## config.mk

```make
export PLATFORM = sky130hd
export DESIGN_NAME = hsst_rst_seq_v1_0
export DESIGN_NICKNAME = d
export VERILOG_FILES = /design/src/rtl/hsst_rst_pkg.sv /design/src/rtl/hsst_lock_debounce.sv /design/src/rtl/hsst_rst_seq_v1_0.sv
export SDC_FILE = /design/constraint.sdc
export NUM_CORES = 1
export LEC_CHECK = 0
export BUFFER_PORTS_ARGS = -buffer_cell sky130_fd_sc_hd__buf_2
export CAP_MARGIN = 10
export CORE_AREA = 3 3 52 101
export DETAILED_ROUTE_END_ITERATION = 6
export DIE_AREA = 0 0 55 104
export GPL_TIMING_DRIVEN = 0
export HOLD_SLACK_MARGIN = 0.06
export SLEW_MARGIN = 20
export SYNTH_ARGS = -nofsm -noshare
export SYNTH_HDL_FRONTEND = slang
export SYNTH_SLANG_ARGS = --single-unit
export TNS_END_PERCENT = 1
```

## constraint.sdc

```tcl
create_clock -name clk -period 2.1 [get_ports clk]
set_input_delay 0.315 -clock clk [delete_from_list [all_inputs] [get_ports clk]]
set_output_delay 0.315 -clock clk [all_outputs]
set_load 0.03 [all_outputs]
```

## src/rtl/hsst_rst_pkg.sv

```systemverilog
// Shared state encoding and default cycle counts for the HSST reset sequencer.
// Pure declarations; no logic, no latency, no flow control.
package hsst_rst_pkg;

    typedef enum logic [2:0] {
        S_PLL_RST  = 3'd0,
        S_PLL_WAIT = 3'd1,
        S_LANE_RST = 3'd2,
        S_CDR_WAIT = 3'd3,
        S_RX_RST   = 3'd4,
        S_DONE     = 3'd5
    } state_t;

    localparam int DEF_PLL_RST_CYC     = 64;
    localparam int DEF_LANE_RST_CYC    = 32;
    localparam int DEF_RX_RST_CYC      = 16;
    localparam int DEF_LOCK_STABLE_CYC = 128;
    localparam int DEF_CNT_WIDTH       = 10;

endpackage

```

## src/rtl/hsst_lock_debounce.sv

```systemverilog
// 2-FF synchronizer plus saturating stable counter for one async lock input.
// Latency: lock_sync 2 cycles, lock_stable 2+STABLE_CYC cycles; no backpressure.
module hsst_lock_debounce #(
    parameter int STABLE_CYC = 128,
    parameter int CNT_WIDTH  = 10
) (
    input  logic clk,
    input  logic rst_n,
    input  logic lock_async,
    output logic lock_sync,
    output logic lock_stable
);

    localparam logic [CNT_WIDTH-1:0] SAT = CNT_WIDTH'(STABLE_CYC);

    logic                 lock_meta;
    logic [CNT_WIDTH-1:0] cnt;

    always_ff @(posedge clk or negedge rst_n) begin
        if (!rst_n) begin
            lock_meta <= 1'b0;
            lock_sync <= 1'b0;
            cnt       <= '0;
        end else begin
            lock_meta <= lock_async;
            lock_sync <= lock_meta;
            // any synchronized low restarts the stability window
            if (!lock_sync) begin
                cnt <= '0;
            end else if (cnt != SAT) begin
                cnt <= cnt + 1'b1;
            end
        end
    end

    assign lock_stable = (cnt == SAT);

endmodule

```

## src/rtl/hsst_rst_seq_v1_0.sv

```systemverilog
// HSST PLL/lane/RX reset sequencer with debounced lock waits and watchdog hooks.
// Outputs registered, change with the state register; no backpressure.
module hsst_rst_seq_v1_0
    import hsst_rst_pkg::*;
#(
    parameter int PLL_RST_CYC     = DEF_PLL_RST_CYC,
    parameter int LANE_RST_CYC    = DEF_LANE_RST_CYC,
    parameter int RX_RST_CYC      = DEF_RX_RST_CYC,
    parameter int LOCK_STABLE_CYC = DEF_LOCK_STABLE_CYC,
    parameter int CNT_WIDTH       = DEF_CNT_WIDTH
) (
    input  logic clk,
    input  logic rst_n,
    input  logic pll_lock_async,
    input  logic cdr_lock_async,
    input  logic wtchdg_rst_n,
    output logic pll_rst,
    output logic lane_rst,
    output logic rx_rst,
    output logic seq_done,
    output logic wtchdg_in,
    output logic wtchdg_clr
);

    localparam logic [CNT_WIDTH-1:0] PLL_LAST  = CNT_WIDTH'(PLL_RST_CYC - 1);
    localparam logic [CNT_WIDTH-1:0] LANE_LAST = CNT_WIDTH'(LANE_RST_CYC - 1);
    localparam logic [CNT_WIDTH-1:0] RX_LAST   = CNT_WIDTH'(RX_RST_CYC - 1);

    state_t               state;
    state_t               state_nxt;
    logic [CNT_WIDTH-1:0] timer;
    logic                 pll_sync;
    logic                 pll_stable;
    logic                 cdr_sync;
    logic                 cdr_stable;

    hsst_lock_debounce #(
        .STABLE_CYC (LOCK_STABLE_CYC),
        .CNT_WIDTH  (CNT_WIDTH)
    ) u_pll_db (
        .clk         (clk),
        .rst_n       (rst_n),
        .lock_async  (pll_lock_async),
        .lock_sync   (pll_sync),
        .lock_stable (pll_stable)
    );

    hsst_lock_debounce #(
        .STABLE_CYC (LOCK_STABLE_CYC),
        .CNT_WIDTH  (CNT_WIDTH)
    ) u_cdr_db (
        .clk         (clk),
        .rst_n       (rst_n),
        .lock_async  (cdr_lock_async),
        .lock_sync   (cdr_sync),
        .lock_stable (cdr_stable)
    );

    // lock loss keys off the synchronized bit so a drop acts two cycles after it happens
    always_comb begin
        state_nxt = state;
        if (!wtchdg_rst_n) begin
            state_nxt = S_PLL_RST;
        end else if (!pll_sync && (state inside {S_LANE_RST, S_CDR_WAIT, S_RX_RST, S_DONE})) begin
            state_nxt = S_PLL_RST;
        end else if (!cdr_sync && (state inside {S_RX_RST, S_DONE})) begin
            state_nxt = S_CDR_WAIT;
        end else begin
            case (state)
                S_PLL_RST:  if (timer == PLL_LAST)  state_nxt = S_PLL_WAIT;
                S_PLL_WAIT: if (pll_stable)         state_nxt = S_LANE_RST;
                S_LANE_RST: if (timer == LANE_LAST) state_nxt = S_CDR_WAIT;
                S_CDR_WAIT: if (cdr_stable)         state_nxt = S_RX_RST;
                S_RX_RST:   if (timer == RX_LAST)   state_nxt = S_DONE;
                S_DONE:     state_nxt = S_DONE;
                default:    state_nxt = S_PLL_RST;
            endcase
        end
    end

    always_ff @(posedge clk or negedge rst_n) begin
        if (!rst_n) begin
            state      <= S_PLL_RST;
            timer      <= '0;
            pll_rst    <= 1'b1;
            lane_rst   <= 1'b1;
            rx_rst     <= 1'b1;
            seq_done   <= 1'b0;
            wtchdg_clr <= 1'b0;
        end else begin
            state <= state_nxt;
            if ((state_nxt != state) || !wtchdg_rst_n) begin
                timer <= '0;
            end else if (timer != '1) begin
                timer <= timer + 1'b1;
            end
            pll_rst    <= (state_nxt == S_PLL_RST);
            lane_rst   <= (state_nxt inside {S_PLL_RST, S_PLL_WAIT, S_LANE_RST});
            rx_rst     <= (state_nxt != S_DONE);
            seq_done   <= (state_nxt == S_DONE);
            // held off during a watchdog reset so its pulse is never cut short
            wtchdg_clr <= wtchdg_rst_n && (state_nxt != state);
        end
    end

    assign wtchdg_in = seq_done;

endmodule

```

==> impl_metrics.tcl, run 1 <==
set metrics [dict create \
    drive_above_1_share_pct 17.1 \
    firstDrtPassIters 4 \
    critPathRequiredTime_ns 2.26 \
    max_slew_margin_pct 38.1 \
    seqPwrFrac_pct 48.9 \
    grt_pass1_wl_um 7160 \
    gr-total-overflow 0 \
    period_share_pct 91.5 \
    die-area_um2 5720 \
    core_area_um2 4640 \
    hold_buffers 0 \
    async_flop_share_pct 100 \
    syn_inst 216 \
    cp.arrival_ns 2.09 \
    swShare_pct 21.0 \
    hold_depth 1 \
    drc 0 \
    ys_top_cells_by_count "dfrtp_1, nor2_1, xnor2_1" \
    power_frac_comb_pct 5.0 \
    cts_sinks 42 \
    grt.total_usage_pct 17.0 \
    worstSetupPathType "register to register" \
    grt_max_degree 43 \
    place.gp.congestion 0.746 \
    tns_ns 0 \
    p_sw_uw 363 \
    synth_area_per_cell_um2 10.4 \
    reg2reg_depth 6 \
    grt_pass1_vias 1694 \
    leakagePower_nw 1.11 \
    die_y_um 104 \
    tightest_slew_ns 0.929 \
    path_max_fanout 7 \
    grt_antenna_before_repair 0 \
    holdWs_ns 0.119 \
    fillerInstances 463 \
    ir_drop_mv 0.498 \
    area_growth_pct 11.7 \
    worstSkewPairLatency_ns 0.30 \
    diodes 0 \
    fin_total_pwr_mw 1.73 \
    setup_viol 0 \
    num_vias 1562 \
    synth_top_area_cell "dfrtp_1" \
    cap_violations 0 \
    cts_buffers 5 \
    outcome "completed" \
    multi_input_area_um2 1100 \
    wl_um 4210 \
    seq_area_frac_synth_pct 47.1 \
    cts_max_level 2 \
    dp_hpwl_um 3070 \
    synth_area_leaders "dfrtp_1, xnor2_1, nor2_1, dfstp_2, xor2_1" \
    wire_per_inst_um 14.6 \
    ys_warn_count 0 \
    fin_crit_ns 1.92 \
    post_cts_buffers 0 \
    die_w_um 55 \
    p_per_area_nw_per_um2 691 \
    final_hold_viol_count 0 \
    nets 243 \
    seqCellArea_um2 1050 \
    pwr-share-clk_pct 46.1 \
    cts_resized 0 \
    ant_nets 0 \
    hold_path.class "input port to register" \
    port-buffer-count 10 \
    clock.fmax_mhz 520 \
    row_count 35 \
    syn_nets 226 \
    critPathCaptureType "register" \
    yosys.area.top_type_share_pct 43.6 \
    netlist_area_um2 2240 \
    synthFlopType "dfrtp_1" \
    start_util_pct 48.2 \
    ios 11 \
    start_kind "register" \
    path_clk_slew_ns 0.08 \
    drv_slew 0 \
    ys_types 47 \
    cts.path.max_buffers 2 \
    power.internal_mw 1.36 \
    synth_edf_count 0 \
    ys_ff_latch 42 \
    clock-root-buffer "clkbuf_8" \
    rsz0062_at_grt "no" \
    cts_tree "yes" \
    drt_iter0_drc 23 \
    finalClockSkew_ns 0.0111 \
    yosysMostFrequentCell "dfrtp_1" \
    viasPerCell 5.40 \
]
## cells in the final DEF (no fill, tap or decap), types with 2 or more instances in the layout
master	synthesis	layout
dfrtp_1	39	39
nor2_1	27	27
xnor2_1	16	16
nand3_1	13	13
nor3_1	11	11
inv_1	10	10
buf_2	0	10
and3_1	9	9
nand2_1	9	9
xor2_1	8	8
and2_1	7	7
nand4_1	6	6
clkbuf_8	0	6
nand2b_1	5	5
ha_1	5	5
nor2b_1	4	4
a21oi_1	4	4
mux2i_1	4	4
dfstp_2	3	3
clkbuf_2	2	2
buf_4	2	2
nand3b_1	2	2
o21ai_0	2	2
a41oi_1	2	2
nor4_1	2	2
bufinv_16	0	2
## stage by stage
| stage | worst slack (ns) | instance area [um^2] | utilization (%) | cells |
|---|---|---|---|---|
| after CTS | 0.127 | 2500 | 53.8 | 289 |
| after floorplan | 0.390 | 2240 | - | 216 |
| after global placement | 0.158 | 2360 | 50.8 | 281 |
| final | 0.178 | 2500 | 53.8 | 289 |
| after global routing | 0.0308 | 2500 | 53.8 | 289 |
| after detailed placement | 0.144 | 2360 | 50.8 | 281 |
## registers in the layout, summed over array words and instances (netlist names)
register	cells
rx_rst	1
u_cdr_db.lock_meta	1
u_cdr_db.lock_sync	1
u_cdr_db.cnt	10
timer	10
wtchdg_clr	1
seq_done	1
state	3
u_pll_db.lock_meta	1
u_pll_db.cnt	10
pll_rst	1
lane_rst	1
u_pll_db.lock_sync	1
## worst paths after layout
kind	startpoint	end	slack, ns
max	timer[0]	timer[0]	0.18
min	pll_lock_async	u_pll_db.lock_meta	0.12
max reg2reg	timer[0]	timer[0]	0.18
min reg2reg	u_cdr_db.lock_meta	u_cdr_db.lock_sync	0.35
max in group asynchronous	rst_n	u_pll_db.lock_meta	1.37
min in group asynchronous	rst_n	u_pll_db.cnt[6]	0.15
## metal layers
layer | wire length, um | vias up | GRT usage, %
li1 | - | 773 | -
met1 | 1570 | 770 | 15.8
met2 | 2490 | 14 | 32.5
met3 | 76 | 5 | 3.01
met4 | 76 | 0 | 6.96
met5 | 0 | - | 0
## power groups by stage
stage          Combinational (mW)  Clock (mW)  Sequential (mW)
3_5_place_dp               0.0892           0            0.860
3_3_place_gp               0.0871           0            0.859
4_1_cts                    0.0899       0.817            0.844
5_1_grt                     0.101       0.839            0.846
6_report                   0.0868       0.796            0.844
2_1_floorplan              0.0549           0            0.856
## cell type report
cell class,instances,share of cell area (%)
Tap cell,55,2.75
Buffer,6,1.60
Timing Repair Buffer,10,2.00
Sequential cell,42,42.2
Clock inverter,2,2.40
Clock buffer,6,3.30
Multi-Input combinational cell,157,44.1
Inverter,11,1.65
## worst max-delay path, stage by stage (launching register included)
cell and delay [ns]:
dfrtp_1 0.39, ha_1 0.18, and3_1 0.15, clkbuf_1 0.25
a41oi_1 0.23, o41ai_4 0.45, nor3_1 0.13
## logic make-up (layout without fill, tap and decap cells)
kind of cell               after synthesis  in the layout  synth area share, %
DFF                                     42             42                 47.1
and+or+nand+nor                        105            105                 28.1
buffers and inverters                   17             35                 3.63
muxes                                    4              4                 1.79
xor gates and xnor gates                24             24                 9.40
adders and majority gates                5              5                 2.80
AOI/OAI and AO/OA                       19             19                 7.10
No activity file was read; power rests on OpenSTA's default activity.
==> inputs of run 2 (changes only) <==
--- a/config.mk
+++ b/config.mk
@@ -5,11 +5,11 @@
 export SDC_FILE = /design/constraint.sdc
 export NUM_CORES = 1
 export LEC_CHECK = 0
-export BUFFER_PORTS_ARGS = -buffer_cell sky130_fd_sc_hd__buf_2
 export CAP_MARGIN = 10
 export CORE_AREA = 3 3 52 101
 export DETAILED_ROUTE_END_ITERATION = 6
 export DIE_AREA = 0 0 55 104
+export DONT_BUFFER_PORTS = 1
 export GPL_TIMING_DRIVEN = 0
 export HOLD_SLACK_MARGIN = 0.06
 export SLEW_MARGIN = 20
==> impl_metrics.tcl, run 2 (same netlist as run 1, synthesis figures left out) <==
set metrics [dict create \
    grt_max_degree 43 \
    dp_hpwl_um 3170 \
    ios 11 \
    finalClockSkew_ns 0.00582 \
    cp_slowest_cell "o41ai_4" \
    firstDrtPassIters 4 \
    gr-total-overflow 0 \
    postPlaceCellArea_um2 2310 \
    cts.path.max_buffers 2 \
    wl_um 4210 \
    path_max_fanout 7 \
    diodes 0 \
    leakagePower_nw 1.07 \
    critPathRequiredTime_ns 2.25 \
    clock.fmax_mhz 521 \
    nets 237 \
    drv_slew 0 \
    worstSkewPairLatency_ns 0.29 \
    die_w_um 55 \
    cpPeakStageDelay_ns 0.46 \
    start_kind "register" \
    core_area_um2 4640 \
    die-area_um2 5720 \
    area_growth_pct 9.40 \
    drc 0 \
    worstSetupPathType "register to register" \
    p_per_area_nw_per_um2 596 \
    placed_cells 271 \
    ir_drop_mv 0.435 \
    cts_buffers 5 \
    layout_common_cells "dfrtp_1, nor2_1, xnor2_1" \
    grt.total_usage_pct 16.5 \
    clock-root-buffer "clkbuf_8" \
    grt_pass1_vias 1665 \
    path_cells "ha_1 > and3_1 > clkbuf_1 > a41oi_1 > o41ai_4 > nor3_1" \
    drive_above_1_share_pct 13.2 \
    cts_max_level 2 \
    outcome "completed" \
    start_util_pct 48.2 \
    fillerInstances 427 \
    top_regs "timer x10, u_cdr_db.cnt x10, u_pll_db.cnt x10" \
    die_y_um 104 \
    fin_crit_ns 1.92 \
    cp.arrival_ns 2.07 \
    cap_violations 0 \
    port-buffer-count 0 \
    final_cell_count_no_fill 283 \
    viasPerCell 5.63 \
    setup_viol 0 \
    tns_ns 0 \
    drt_iter0_drc 24 \
    path_buf_inv 1 \
    max_slew_margin_pct 63.9 \
    grt_pass1_wl_um 7100 \
    place.gp.congestion 0.811 \
    final_hold_viol_count 0 \
    multi_input_area_um2 1100 \
    hold_path.class "input port to register" \
    tightest_slew_ns 0.535 \
    period_share_pct 91.3 \
    seqCellArea_um2 1050 \
    num_vias 1592 \
    ant_nets 0 \
    cts_tree "yes" \
    final_common_cell "dfrtp_1" \
    grt_antenna_before_repair 0 \
    cts_sinks 42 \
    fin_area_um2 2450 \
    holdWs_ns 0.139 \
    path_clk_slew_ns 0.08 \
    wire_per_inst_um 14.9 \
    critPathTopFamily "compound AO/OA/AOI/OAI gates" \
    row_count 35 \
    critPathCaptureType "register" \
    rsz0062_at_grt "no" \
]
==> run 2: cell type report <==
type	instances	area share, %
timing repair buffer	4	2.04
inverter	11	1.69
multi-input combinational	157	45.0
clock buffer	7	3.53
sequential	42	43.1
tap	55	2.81
buffer	6	1.64
clock inverter	1	0.204
==> run 2: timing repair <==
item                                   4_1_cts  5_1_grt
hold buffers                                 4        0
buffers inserted                             0        0
endpoints found under the hold margin       44        0
resized for setup                            0        0
==> run 2: path summary, 6_finish.rpt <==
path                                     from                  to  slack [ns]  depth (start not counted)
setup / recovery                     timer[0]            timer[6]        0.18                          6
max in group asynchronous               rst_n            lane_rst        1.35                          2
hold reg to reg            u_pll_db.lock_meta  u_pll_db.lock_sync        0.36                          0
min in group asynchronous               rst_n     u_pll_db.cnt[7]        0.47                          2
hold / removal                   wtchdg_rst_n          wtchdg_clr        0.14                          1
setup reg to reg                     timer[0]            timer[6]        0.18                          6
==> run 2: metal layers <==
layer  vias to the layer above  track usage (%)  wire [um]
met5                         -                0          0
met2                        27             29.0       2340
met3                        13             3.44        115
li1                        765                -          -
met1                       787             16.7       1600
met4                         0             9.04        148
==> run 2: worst register-to-register path, cell delays in order (launching register included) <==
cell and delay (ns):
dfrtp_1 0.38, ha_1 0.17, and3_1 0.15, clkbuf_1 0.25, a41oi_1 0.24, o41ai_4 0.46, nor3_1 0.13
==> run 2: through the flow <==
step / total power [mW] / util [%] / setup WS (ns)
floorplan: 0.911 / - / 0.390
global placement: 0.922 / 49.7 / 0.214
detailed placement: 0.927 / 49.7 / 0.180
CTS: 1.48 / 52.7 / 0.166
global route: 1.53 / 52.7 / 0.0558
finish: 1.46 / 52.7 / 0.182
==> run 2: power by group <==
part	switching, mW	internal [mW]	leakage (nW)
clock network	0.259	0.265	0.0482
logic	0.0544	0.0352	0.459
registers	0.0181	0.826	0.560
total	0.332	1.13	1.07
==> inputs of run 3 (changes only) <==
--- a/config.mk
+++ b/config.mk
@@ -12,6 +12,7 @@
 export DONT_BUFFER_PORTS = 1
 export GPL_TIMING_DRIVEN = 0
 export HOLD_SLACK_MARGIN = 0.06
+export RECOVER_POWER = 100
 export SLEW_MARGIN = 20
 export SYNTH_ARGS = -nofsm -noshare
 export SYNTH_HDL_FRONTEND = slang
==> impl_metrics.tcl, run 3 (same netlist as run 1, synthesis figures left out) <==
set metrics [dict create \
    outcome "completed" \
    r2r-end "timer[6]" \
    postLayoutCoreUtil_pct 51.9 \
    die_y_um 104 \
    fin_crit_ns 1.93 \
    drive_above_1_share_pct 10.5 \
    place_worst_setup_slack_ns 0.180 \
    finalClockSkew_ns 0.00585 \
    cts.path.max_buffers 2 \
    r2r-start "u_cdr_db.cnt[0]" \
    die_w_um 55 \
    reg2reg_setup_slack_ns 0.17 \
    cts_max_level 2 \
    worstSkewPairLatency_ns 0.29 \
    critPathTopFamily "simple AND/OR/NAND/NOR gates" \
    hold_path.class "input port to register" \
    die-area_um2 5720 \
    viasPerCell 5.58 \
    rsz0062_at_grt "no" \
    p_per_area_nw_per_um2 603 \
    wire_per_inst_um 14.9 \
    min_to "wtchdg_clr" \
    hold_buffers 4 \
    min_from "wtchdg_rst_n" \
    path_cells "inv_1 > ha_1 > nor2b_1 > nand3_4 > or3_4 > nand4_2 > nor3_1" \
    grt.total_usage_pct 16.5 \
    max_slew_margin_pct 32.4 \
    gr-total-overflow 0 \
    cp_slowest_cell "dfrtp_1" \
    cpPeakStageDelay_ns 0.43 \
    grt_antenna_before_repair 0 \
    start_kind "register" \
    period_share_pct 92.0 \
    cap_violations 0 \
    drv_slew 0 \
    path_clk_slew_ns 0.08 \
    hold_depth 1 \
    grt_pass1_vias 1665 \
    critPathCaptureType "register" \
    grt_pass1_wl_um 7100 \
    clock-root-buffer "clkbuf_8" \
    path_buf_inv 1 \
    nets 237 \
    row_count 35 \
    tns_ns 0 \
    final_common_cell "dfrtp_1" \
    start_util_pct 48.2 \
    ios 11 \
    num_vias 1579 \
    fin_ws_ns 0.168 \
    fillerInstances 435 \
    clock.fmax_mhz 518 \
    top_regs "timer x10, u_cdr_db.cnt x10, u_pll_db.cnt x10" \
    diodes 0 \
    dp_hpwl_um 3170 \
    worstSetupPathType "register to register" \
    cts_buffers 5 \
    wl_um 4220 \
    drt_iter0_drc 20 \
    grt_max_degree 43 \
    path_max_fanout 10 \
    port-buffer-count 0 \
    critPathRequiredTime_ns 2.25 \
    cts_sinks 42 \
    cp.arrival_ns 2.08 \
    post_cts_buffers 0 \
    reg2reg_depth 7 \
    cts_resized 0 \
    ir_drop_mv 0.437 \
    leakagePower_nw 1.04 \
    tightest_slew_ns 1.01 \
    drc 0 \
    layout_common_cells "dfrtp_1, nor2_1, xnor2_1" \
    place.gp.congestion 0.811 \
    setup_viol 0 \
    firstDrtPassIters 4 \
    area_growth_pct 7.77 \
    final_hold_viol_count 0 \
    cts_tree "yes" \
    core_area_um2 4640 \
    ant_nets 0 \
]
-- run 3: cell count changes in the layout (fill, tap and decap cells not counted), moves of 3 or more --
cell / delta
dfstp_2: -3
and2_1: -5
dfstp_1: +3
and2_0: +5
-- run 3: worst max-delay path by stage --
stage / depth (start not counted) / from / to
floorplan: 7 / u_cdr_db.cnt[0] / timer[0]
global placement: 6 / timer[0] / timer[0]
detailed placement: 6 / timer[0] / timer[5]
CTS: 6 / timer[0] / timer[6]
global route: 7 / u_cdr_db.cnt[0] / pll_rst
finish: 7 / u_cdr_db.cnt[0] / timer[6]
-- run 3: final cells by class --
class,count,area (um^2),share of cell area [%]
flip-flops and latches,42,1050,43.7
inverters,11,41.3,1.71
repair buffers,4,35.0,1.45
well taps,55,68.8,2.85
clock buffers,7,86.3,3.58
plain buffers,6,36.3,1.50
clock inverters,1,5.00,0.208
multi-input cells,157,1080,44.9
-- run 3: metal layers --
metal / GRT usage, % / vias up / wire length, um
met2: 29.0 / 22 / 2350
li1: - / 766 / -
met4: 9.04 / 0 / 149
met5: 0 / - / 0
met3: 3.44 / 12 / 99
met1: 16.7 / 779 / 1620
-- run 3: stage by stage --
stage | cell area (um^2) | std cells | hold slack, ns | total power, mW
finish | 2410 | 283 | 0.140 | 1.45
global route | 2410 | 283 | 0.130 | 1.53
CTS | 2450 | 283 | 0.132 | 1.48
detailed placement | 2310 | 271 | 0.0209 | 0.927
global placement | 2310 | 271 | 0.0204 | 0.922
floorplan | 2240 | 216 | 0.0194 | 0.911
-- run 3: power by group --
part / leakage, nW / switching (mW) / internal (mW) / total, mW
clock network: 0.0482 / 0.259 / 0.265 / 0.524
logic: 0.441 / 0.0541 / 0.0313 / 0.0853
registers: 0.555 / 0.0180 / 0.826 / 0.844
